===== src/rtl/cpu_pkg.sv =====
// Shared definitions for the 16-bit multicycle processor: opcodes, ALU
// operation encodings and the control FSM state type.
package cpu_pkg;

  localparam logic [3:0] OP_ADD  = 4'b0000;
  localparam logic [3:0] OP_NAND = 4'b0010;
  localparam logic [3:0] OP_LW   = 4'b0100;
  localparam logic [3:0] OP_SW   = 4'b0101;
  localparam logic [3:0] OP_BEQ  = 4'b1011;
  localparam logic [3:0] OP_HALT = 4'b1111;

  localparam logic [1:0] ALU_ADD  = 2'b00;
  localparam logic [1:0] ALU_NAND = 2'b01;
  localparam logic [1:0] ALU_SUB  = 2'b10;

  typedef enum logic [2:0] {
    FETCH,
    DECODE,
    EXECUTE,
    MEM_READ,
    MEM_WRITE,
    WRITEBACK,
    PC_UPDATE,
    HALT
  } state_t;

endpackage


===== src/rtl/multicycle_control_if.sv =====
// Memory port of the multicycle processor. The controller is the master
// (requester); the memory is the slave.
interface multicycle_control_if #(parameter int WIDTH = 16);

  logic [WIDTH-1:0] mem_rdata;
  logic             mem_ready;
  logic             MemRead;
  logic             MemWrite;
  logic             mem_addr_sel;

  modport master (
    input  mem_rdata, mem_ready,
    output MemRead, MemWrite, mem_addr_sel
  );

  modport slave (
    output mem_rdata, mem_ready,
    input  MemRead, MemWrite, mem_addr_sel
  );

endinterface


===== src/rtl/mem_wait_timer.sv =====
// Memory wait timer: a down-counter reloaded on restart; expired flags the
// MEM_TIMEOUT-th consecutive cycle spent in a memory state.
module mem_wait_timer #(
  parameter int MEM_TIMEOUT = 15
) (
  input  logic clk,
  input  logic reset,
  input  logic restart,
  output logic expired
);

  localparam int TW = (MEM_TIMEOUT > 1) ? $clog2(MEM_TIMEOUT) : 1;
  localparam logic [TW-1:0] LOAD = TW'(MEM_TIMEOUT - 1);

  logic [TW-1:0] cnt;

  // Reload on restart, otherwise count down and hold at terminal count.
  always_ff @(posedge clk) begin
    if (reset || restart) begin
      cnt <= LOAD;
    end else if (cnt != '0) begin
      cnt <= cnt - TW'(1);
    end
  end

  assign expired = (cnt == '0);

endmodule


===== src/rtl/multicycle_control.sv =====
// Control FSM for the 16-bit multicycle processor.
//
//   state     | meaning
//   ----------+---------------------------------------------------
//   FETCH     | read instruction from memory (address from PC)
//   DECODE    | register file produces rd1/rd2, no strobes
//   EXECUTE   | ALU operation, branch condition captured
//   MEM_READ  | LW data access (address from ALU)
//   MEM_WRITE | SW data access (address from ALU)
//   WRITEBACK | register-file write
//   PC_UPDATE | PC write, instruction retired
//   HALT      | stopped until reset (HALT opcode or bus error)
import cpu_pkg::*;

module multicycle_control #(
  parameter int WIDTH       = 16,
  parameter int MEM_TIMEOUT = 15,
  parameter int CNT_W       = 16
) (
  input  logic                   clk,
  input  logic                   reset,
  multicycle_control_if.master   mem,
  input  logic                   alu_zero,
  output logic [WIDTH-1:0]       instruction,
  output logic                   RegWrite,
  output logic                   PCWrite,
  output logic [1:0]             alu_op,
  output logic                   alu_src_imm,
  output logic                   wb_sel,
  output logic                   pc_src,
  output logic                   illegal,
  output logic                   bus_err,
  output logic                   halted,
  output logic [CNT_W-1:0]       instr_count
);

  state_t     state, state_nxt;
  logic [3:0] opcode;
  logic       taken;
  logic       expired;
  logic       restart;
  logic       in_mem;
  logic       timed_out;

  assign opcode    = instruction[WIDTH-1:WIDTH-4];
  assign in_mem    = (state == FETCH) || (state == MEM_READ) || (state == MEM_WRITE);
  assign timed_out = in_mem && !mem.mem_ready && expired;
  assign restart   = (state_nxt != state);

  mem_wait_timer #(.MEM_TIMEOUT(MEM_TIMEOUT)) u_timer (
    .clk     (clk),
    .reset   (reset),
    .restart (restart),
    .expired (expired)
  );

  // State register.
  always_ff @(posedge clk) begin
    if (reset) begin
      state <= FETCH;
    end else begin
      state <= state_nxt;
    end
  end

  // Instruction register, branch flag, retire counter and sticky bus error.
  always_ff @(posedge clk) begin
    if (reset) begin
      instruction <= '0;
      taken       <= 1'b0;
      instr_count <= '0;
      bus_err     <= 1'b0;
    end else begin
      if (state == FETCH && mem.mem_ready) instruction <= mem.mem_rdata;
      if (state == EXECUTE && opcode == OP_BEQ) taken <= alu_zero;
      if (state == PC_UPDATE) instr_count <= instr_count + CNT_W'(1);
      if (timed_out) bus_err <= 1'b1;
    end
  end

  // Next state and outputs; strobes are forced low while reset is held.
  always_comb begin
    state_nxt        = state;
    mem.MemRead      = 1'b0;
    mem.MemWrite     = 1'b0;
    mem.mem_addr_sel = 1'b0;
    RegWrite         = 1'b0;
    PCWrite          = 1'b0;
    alu_op           = ALU_ADD;
    alu_src_imm      = 1'b0;
    wb_sel           = 1'b0;
    pc_src           = 1'b0;
    illegal          = 1'b0;
    halted           = 1'b0;
    case (state)
      FETCH: begin
        mem.MemRead = 1'b1;
        if (mem.mem_ready) state_nxt = DECODE;
        else if (expired)  state_nxt = HALT;
      end
      DECODE: state_nxt = EXECUTE;
      EXECUTE: begin
        case (opcode)
          OP_ADD:  state_nxt = WRITEBACK;
          OP_NAND: begin alu_op = ALU_NAND; state_nxt = WRITEBACK; end
          OP_LW:   begin alu_src_imm = 1'b1; state_nxt = MEM_READ; end
          OP_SW:   begin alu_src_imm = 1'b1; state_nxt = MEM_WRITE; end
          OP_BEQ:  begin alu_op = ALU_SUB; state_nxt = PC_UPDATE; end
          OP_HALT: state_nxt = HALT;
          default: begin illegal = 1'b1; state_nxt = PC_UPDATE; end
        endcase
      end
      MEM_READ: begin
        mem.MemRead      = 1'b1;
        mem.mem_addr_sel = 1'b1;
        if (mem.mem_ready) state_nxt = WRITEBACK;
        else if (expired)  state_nxt = HALT;
      end
      MEM_WRITE: begin
        mem.MemWrite     = 1'b1;
        mem.mem_addr_sel = 1'b1;
        if (mem.mem_ready) state_nxt = PC_UPDATE;
        else if (expired)  state_nxt = HALT;
      end
      WRITEBACK: begin
        RegWrite  = 1'b1;
        wb_sel    = (opcode == OP_LW);
        state_nxt = PC_UPDATE;
      end
      PC_UPDATE: begin
        PCWrite   = 1'b1;
        pc_src    = (opcode == OP_BEQ) && taken;
        state_nxt = FETCH;
      end
      HALT:    halted = 1'b1;
      default: state_nxt = FETCH;
    endcase
    if (reset) begin
      mem.MemRead  = 1'b0;
      mem.MemWrite = 1'b0;
      RegWrite     = 1'b0;
      PCWrite      = 1'b0;
      illegal      = 1'b0;
    end
  end

endmodule

===== src/flat_wrapper.sv =====
// flat-port wrapper written by rule: the top's interface ports become plain ports
module multicycle_control_flat 
#(
  parameter int WIDTH       = 16,
  parameter int MEM_TIMEOUT = 15,
  parameter int CNT_W       = 16
)
  (clk, reset, alu_zero, instruction, RegWrite, PCWrite, alu_op, alu_src_imm, wb_sel, pc_src, illegal, bus_err, halted, instr_count, mem_mem_rdata, mem_mem_ready, mem_MemRead, mem_MemWrite, mem_mem_addr_sel);
  multicycle_control_if #(.WIDTH(WIDTH)) mem_i ();
  input  logic clk;
  input  logic reset;
  input  logic alu_zero;
  output logic [WIDTH-1:0] instruction;
  output logic RegWrite;
  output logic PCWrite;
  output logic [1:0] alu_op;
  output logic alu_src_imm;
  output logic wb_sel;
  output logic pc_src;
  output logic illegal;
  output logic bus_err;
  output logic halted;
  output logic [CNT_W-1:0] instr_count;
  input wire logic [$bits(mem_i.mem_rdata)-1:0] mem_mem_rdata;
  input wire logic [$bits(mem_i.mem_ready)-1:0] mem_mem_ready;
  output wire logic [$bits(mem_i.MemRead)-1:0] mem_MemRead;
  output wire logic [$bits(mem_i.MemWrite)-1:0] mem_MemWrite;
  output wire logic [$bits(mem_i.mem_addr_sel)-1:0] mem_mem_addr_sel;
  assign mem_i.mem_rdata = mem_mem_rdata;
  assign mem_i.mem_ready = mem_mem_ready;
  assign mem_MemRead = mem_i.MemRead;
  assign mem_MemWrite = mem_i.MemWrite;
  assign mem_mem_addr_sel = mem_i.mem_addr_sel;
  multicycle_control #(.WIDTH(WIDTH), .MEM_TIMEOUT(MEM_TIMEOUT), .CNT_W(CNT_W)) u_core (.clk(clk), .reset(reset), .mem(mem_i), .alu_zero(alu_zero), .instruction(instruction), .RegWrite(RegWrite), .PCWrite(PCWrite), .alu_op(alu_op), .alu_src_imm(alu_src_imm), .wb_sel(wb_sel), .pc_src(pc_src), .illegal(illegal), .bus_err(bus_err), .halted(halted), .instr_count(instr_count));
endmodule

===== config.mk =====
export PLATFORM = sky130hd
export DESIGN_NAME = multicycle_control_flat
export DESIGN_NICKNAME = d
export VERILOG_FILES = /design/src/rtl/cpu_pkg.sv /design/src/rtl/multicycle_control_if.sv /design/src/rtl/mem_wait_timer.sv /design/src/rtl/multicycle_control.sv /design/src/flat_wrapper.sv
export SDC_FILE = /design/constraint.sdc
export NUM_CORES = 1
export LEC_CHECK = 0
export BUFFER_PORTS_ARGS = -buffer_cell sky130_fd_sc_hd__buf_2
export CORE_ASPECT_RATIO = 1.25
export CORE_MARGIN = 2
export CORE_UTILIZATION = 30
export CTS_BUF_LIST = sky130_fd_sc_hd__clkbuf_4 sky130_fd_sc_hd__clkbuf_8
export DETAILED_ROUTE_END_ITERATION = 8
export PLACE_DENSITY = 0.55
export RECOVER_POWER = 50
export SLEW_MARGIN = 20
export SYNTH_ARGS = -nofsm -noshare
export SYNTH_HDL_FRONTEND = slang
export SYNTH_SLANG_ARGS = --single-unit
export TNS_END_PERCENT = 100

===== constraint.sdc =====
create_clock -name clk -period 1.7 [get_ports clk]
set_input_delay 0 -clock clk [delete_from_list [all_inputs] [get_ports clk]]
set_output_delay 0 -clock clk [all_outputs]
set_load 0.02 [all_outputs]

# [After elaboration in Yosys (flattened, before gate mapping)]
# Cells that the tools add are included.
[totals] reg_bits=41 inputBits=20 out_inout_bits=45 word_cells=64
[op_classes] n_addsub=2 n_eq_ne=13 mux=25 n_reduce_logical=18
[ops] operator="case mux 3 bit (7 select lines)" n=1
[ops] operator="2-to-1 mux 1 bit" n=17
[ops] operator="adder 16 x 1 -> 16 bit, second input constant" n=1
[ops] operator="== test 3 bit, second input constant" n=4
[ops] operator="2-to-1 mux 3 bit" n=4
[ops] operator="case mux 3 bit (4 select lines)" n=1
[ops] operator="== test 4 x 3 -> 1 bit, second input constant" n=2
[ops] operator="== test 4 bit, second input constant" n=2
[ops] operator="logical NOT 4 bit" n=2
[ops] operator="OR reduction 2 bit" n=4
[ops] operator="== test 3 x 2 -> 1 bit, second input constant" n=2
[ops] operator="OR reduction 6 bit" n=1
[ops] operator="logical AND 1 bit" n=5
[ops] operator="== test 4 x 2 -> 1 bit, second input constant" n=1
[ops] operator="case mux 2 bit (2 select lines)" n=1
[ops] operator="nonzero test 4 bit" n=1
[ops] operator="subtractor 4 x 1 -> 4 bit, second input constant" n=1
[ops] operator="== test 3 x 1 -> 1 bit, second input constant" n=1
[ops] operator="logical NOT 3 bit" n=1
[ops] operator="logical OR 1 bit" n=3
[ops] operator="inequality test 3 bit" n=1
[ops] operator="2-to-1 mux 2 bit" n=1
[ops] operator="logical NOT 1 bit" n=1

# [Logic depth before layout (Yosys ltp)]
[depth] depth_word=6 ltp_mapped=7 mapped_depth_nobuf=7

# [Hierarchy]
# Synthesis repeated with hierarchy kept, for this count alone.
[unflattened] cells_unflattened=246 hier_area_um2=1971.9
[by_module_without_submodules] mod="multicycle_control" n_inst=1 cells_each=225 area_each_um2=1767.9 seq_area_each_um2=740.7
[by_module_without_submodules] mod="mem_wait_timer" n_inst=1 cells_each=21 area_each_um2=203.9 seq_area_each_um2=80.1

# [Least setup slack after synthesis]
# Ideal clock, no wire load.
[synth_path] path_kind="register -> register" startpoint="register u_core.instruction[14]" endpoint="register u_core.u_timer.cnt[2]" setup_ns=0.135 arrival_ns=1.607 required_ns=1.565 slack_ns=-0.042 stages_incl_launch_ff=6 path_buffers=1 period_less_slack_ns=1.742 path_cell_list="dfxtp_1 buf_2 or4b_1 o22ai_1 o221ai_1 nand4b_1"
[synth_between] elab_chain_len=6 elab_cells_between_ends=10 cone_classes="5 x eq/ne; 2 x mux; 3 x reduce/logical"
[synth_rtl] item="start, declared" line_no="multicycle_control.sv:24" source="output logic [WIDTH-1:0] instruction,"
[synth_rtl] item="start signal, assigned" line_no="multicycle_control.sv:74" source="if (state == FETCH && mem.mem_ready) instruction <= mem.mem_rdata;"
[synth_rtl] item="== test 4 x 2 -> 1 bit / logical NOT 4 bit (equally long branches)" line_no="multicycle_control.sv:103" source="case (opcode)"
[synth_rtl] item="OR reduction 2 bit (no line)"
[synth_rtl] item="case mux 3 bit (4 select lines) *" line_no="multicycle_control.sv:103"
[synth_rtl] item="case mux 3 bit (7 select lines) *" line_no="multicycle_control.sv:95" source="case (state)"
[synth_rtl] item="inequality test 3 bit *" line_no="multicycle_control.sv:48" source="assign restart = (state_nxt != state);"
[synth_rtl] item="logical OR 1 bit *" line_no="mem_wait_timer.sv:19" source="if (reset || restart) begin"
[synth_rtl] item="end signal, assigned" line_no="mem_wait_timer.sv:22" source="cnt <= cnt - TW'(1);"
[synth_rtl] item="end, declared" line_no="mem_wait_timer.sv:15" source="logic [TW-1:0] cnt;"
# Mark *: on every way between the ends. The rest lies on a longest branch, timed or not.
# A chain may end at the register's enable or synchronous reset.

# [Worst setup path in the final report]
[layout_path] startpoint="register u_core.state[1]" endpoint="output port illegal"
[layout_between] elab_chain_len=3
[layout_rtl] item="start, declared" line_no="multicycle_control.sv:37" source="state_t state, state_nxt;"
[layout_rtl] item="start signal, assigned" line_no="multicycle_control.sv:62" source="state <= state_nxt;"
[layout_rtl] item="== test 3 x 2 -> 1 bit" line_no="multicycle_control.sv:95"
[layout_rtl] item="2-to-1 mux 1 bit" line_no="multicycle_control.sv:95"
[layout_rtl] item="2-to-1 mux 1 bit" line_no="multicycle_control.sv:138" source="if (reset) begin"
[layout_rtl] item="end, declared" line_no="flat_wrapper.sv:20" source="output logic illegal;"
# No other way between the ends.

==> flow_summary.toml <==
[worst_setup_path]
cp_cell_sequence = "or3b_1, buf_4, nor4b_4, buf_4"
startpoint_type = "flip-flop"
criticalPathCategory = "flip-flop to output pin"
crit_path_end_kind = "output pin"
arrival_ns = 1.61
r2r_slack_ns = 0.11
worst-path-max-fanout = 6
cp_slowest_cell = "or3b_1"
required_ns = 1.70
cp_common_cell = "buf_4"
cp_slowest_stage_delay_ns = 0.37

[clock_tree]
clk_pin_slew_ns = 0.07
cts_buffers = 5
clk_latency_ns = 0.29
htree_levels = 2
clock_sinks = 41
root_buffer = "clkbuf_8"
clk_path_buf_depth = 2
cts_tree = "done"

[floorplan]
initial_core_util = 0.3109
die_y_um = 93.37
core_um2 = 6166
die_area_um2 = 7049
ios = 65
die_w_um = 75.50
num_rows = 32

[global_routing]
grt_overflow = 0
grt_pass1_wl_mm = 8.411
grt_start_max_net_pins = 22
grt.total_usage = 0.1526
antenna_found_initial = 0
grt_pass1_vias = 1870

[timing]
fin_crit_sh = 0.9450
max_freq_ghz = 0.6225
finalSetupViolCount = 0
worst_slack_ns = 0.09346
rsz0062_at_grt = "no"
finalSetupTns_ns = 0
slew-limit-headroom = 0.7801
min_period_ns = 1.607
holdWs_ns = 0.1696
skew_ns = 0.008690
tightest_slew_ns = 0.3299
hold_viol_final = 0
maxSlewViolCount = 0

[finish]
area_growth_pct = 44.97
instances_no_fill = 421
final_util = 0.4507
nets = 357
drive_gt1_frac = 0.2411
stdcell_area_um2 = 2779
n_antenna_cell = 0

[pwr]
power.total_mw = 2.607
p_leak_nw = 1.122
irDropWorstVdd_v = 0.0003544
power_density_nw_per_um2 = 938.0

[synthesis]
synth-edff-count = 0
synthesis.nets = 262
syn_area_um2 = 1917
synthXorXnorAreaFrac = 0.07311
ys.flop_type = "dfxtp_1"
synthCells = 240
ys_ff_latch = 41
async_flop_share = 0
muxShareOfSynthArea = 0.01044
yosys.area.top_type = "dfxtp_1"
synth-seq-area-share = 0.4282
synth_fa_ha_area_frac = 0.01305
syn_area_per_cell_um2 = 7.987
synth_compound_area_frac = 0.1273
synth_simple_gate_area_frac = 0.3061
yosysWarnings = 0
synth_cell_types = 42
synth_top_family_by_area = "simple AND/OR/NAND/NOR gates"
synth_top_area_frac = 0.4282
synthTopCellsByArea = "dfxtp_1, nand2_1, a21oi_1, xor2_1, nor2_1"

[outcome]
status = "completed"

[detailed_routing]
drt-wirelength-per-cell_um = 12.38
wl_mm = 5.212
num_vias = 1972
post-route-drc-count = 0
antenna_left = 0
dr.pass1.iters = 4
first_iter_violations = 84
vias_per_cell = 4.684

[placement]
placed_cells = 391
place_hpwl_mm = 3.498
dp_slack_ns = -0.06209
globalplace.congestion = 0.8029
placed_area_um2 = 2419
io_buffer_count = 64

[hold_path]
hold_path_class = "input port to flip-flop"

[run]
cap_violations = 0
## routing by layer
layer | wire (µm) | vias to the layer above | GRT usage
li1 | - | 1006 | -
met1 | 2235 | 911 | 0.1842
met2 | 2662 | 48 | 0.2630
met3 | 225 | 7 | 0.03017
met4 | 88 | 0 | 0.05263
met5 | 0 | - | 0
## repair_timing
action                     CTS  global route
hold buffers                17             0
setup endpoints to repair    4             9
pin swaps                    0             6
buffers inserted             0             5
resized for setup            4            15
hold endpoints to repair    17             0
## Yosys cell counts, drive strengths merged (2+ instances only)
| library cell | n |
|---|---|
| clkbuf | 13 |
| nor4b | 2 |
| mux2i | 2 |
| o22ai | 2 |
| ha | 2 |
| buf | 4 |
| inv | 3 |
| a211oi | 3 |
| nand2b | 6 |
| dfxtp | 41 |
| o21ai | 4 |
| nand3b | 3 |
| xnor2 | 5 |
| a21oi | 23 |
| or2 | 3 |
| nand3 | 9 |
| nor2 | 25 |
| nand4 | 3 |
| nor3 | 7 |
| nor3b | 4 |
| nand2 | 43 |
| and3 | 5 |
| xor2 | 11 |
| o31ai | 2 |
## cells in the final DEF (no fill, tap or decap), types with 5 or more instances in the layout
cell type      Yosys  layout
a21oi_1           23      22
and3_1             5       5
buf_2              4      28
buf_4              0      23
clkbuf_1          13      35
clkbuf_8           0       6
dfxtp_1           41      38
dlygate4sd3_1      0      17
nand2_1           43      43
nand2b_1           6       6
nand3_1            9       9
nor2_1            25      25
nor3_1             6       6
xnor2_1            5       5
xor2_1            11      10
## flip-flops by register name (all words and copies together) (netlist names)
name	cells
u_core.instr_count	16
u_core.instruction	16
u_core.u_timer.cnt	4
u_core.state	3
u_core.bus_err	1
u_core.taken	1
## where the power goes
part	leakage (nW)	internal (mW)	switching, mW
Combinational	0.726	0.292	0.409
Clock	0.0619	0.495	0.331
Sequential	0.334	1.03	0.0451
## cell type report
type	instances	area, µm²
Clock buffer	7	90.09
Inverter	3	11.26
Multi-Input combinational cell	179	1084
Fill cell	670	3387
Clock inverter	1	30.03
Timing Repair Buffer	105	633.1
Sequential cell	41	824.5
Tap cell	85	106.4
## critical path, delay by kind of cell (launching register included)
kind | cells | cell delay (ns)
buffers and inverters | 2 | 0.37
DFF | 1 | 0.34
and+or+nand+nor | 2 | 0.61
## logic make-up (layout without fill, tap and decap cells)
logic type               after synthesis  after routing
AO/OA/AOI/OAI                         41             41
multiplexers                           2              2
flip-flops                            41             41
XOR/XNOR                              16             16
buffers and inverters                 20            116
AND/OR/NAND/NOR                      118            118
adder cells (fa/ha/maj)                2              2
## worst paths after layout
kind / from / cells past startpoint / to
worst max register to register: u_core.state[2] / 5 / u_core.instr_count[7]
worst min register to register: u_core.instruction[11] / 2 / u_core.instruction[11]
worst min-delay path: reset / 3 / u_core.state[0]
worst max-delay path: u_core.state[1] / 4 / illegal
Power figures use the tool's default switching activity.
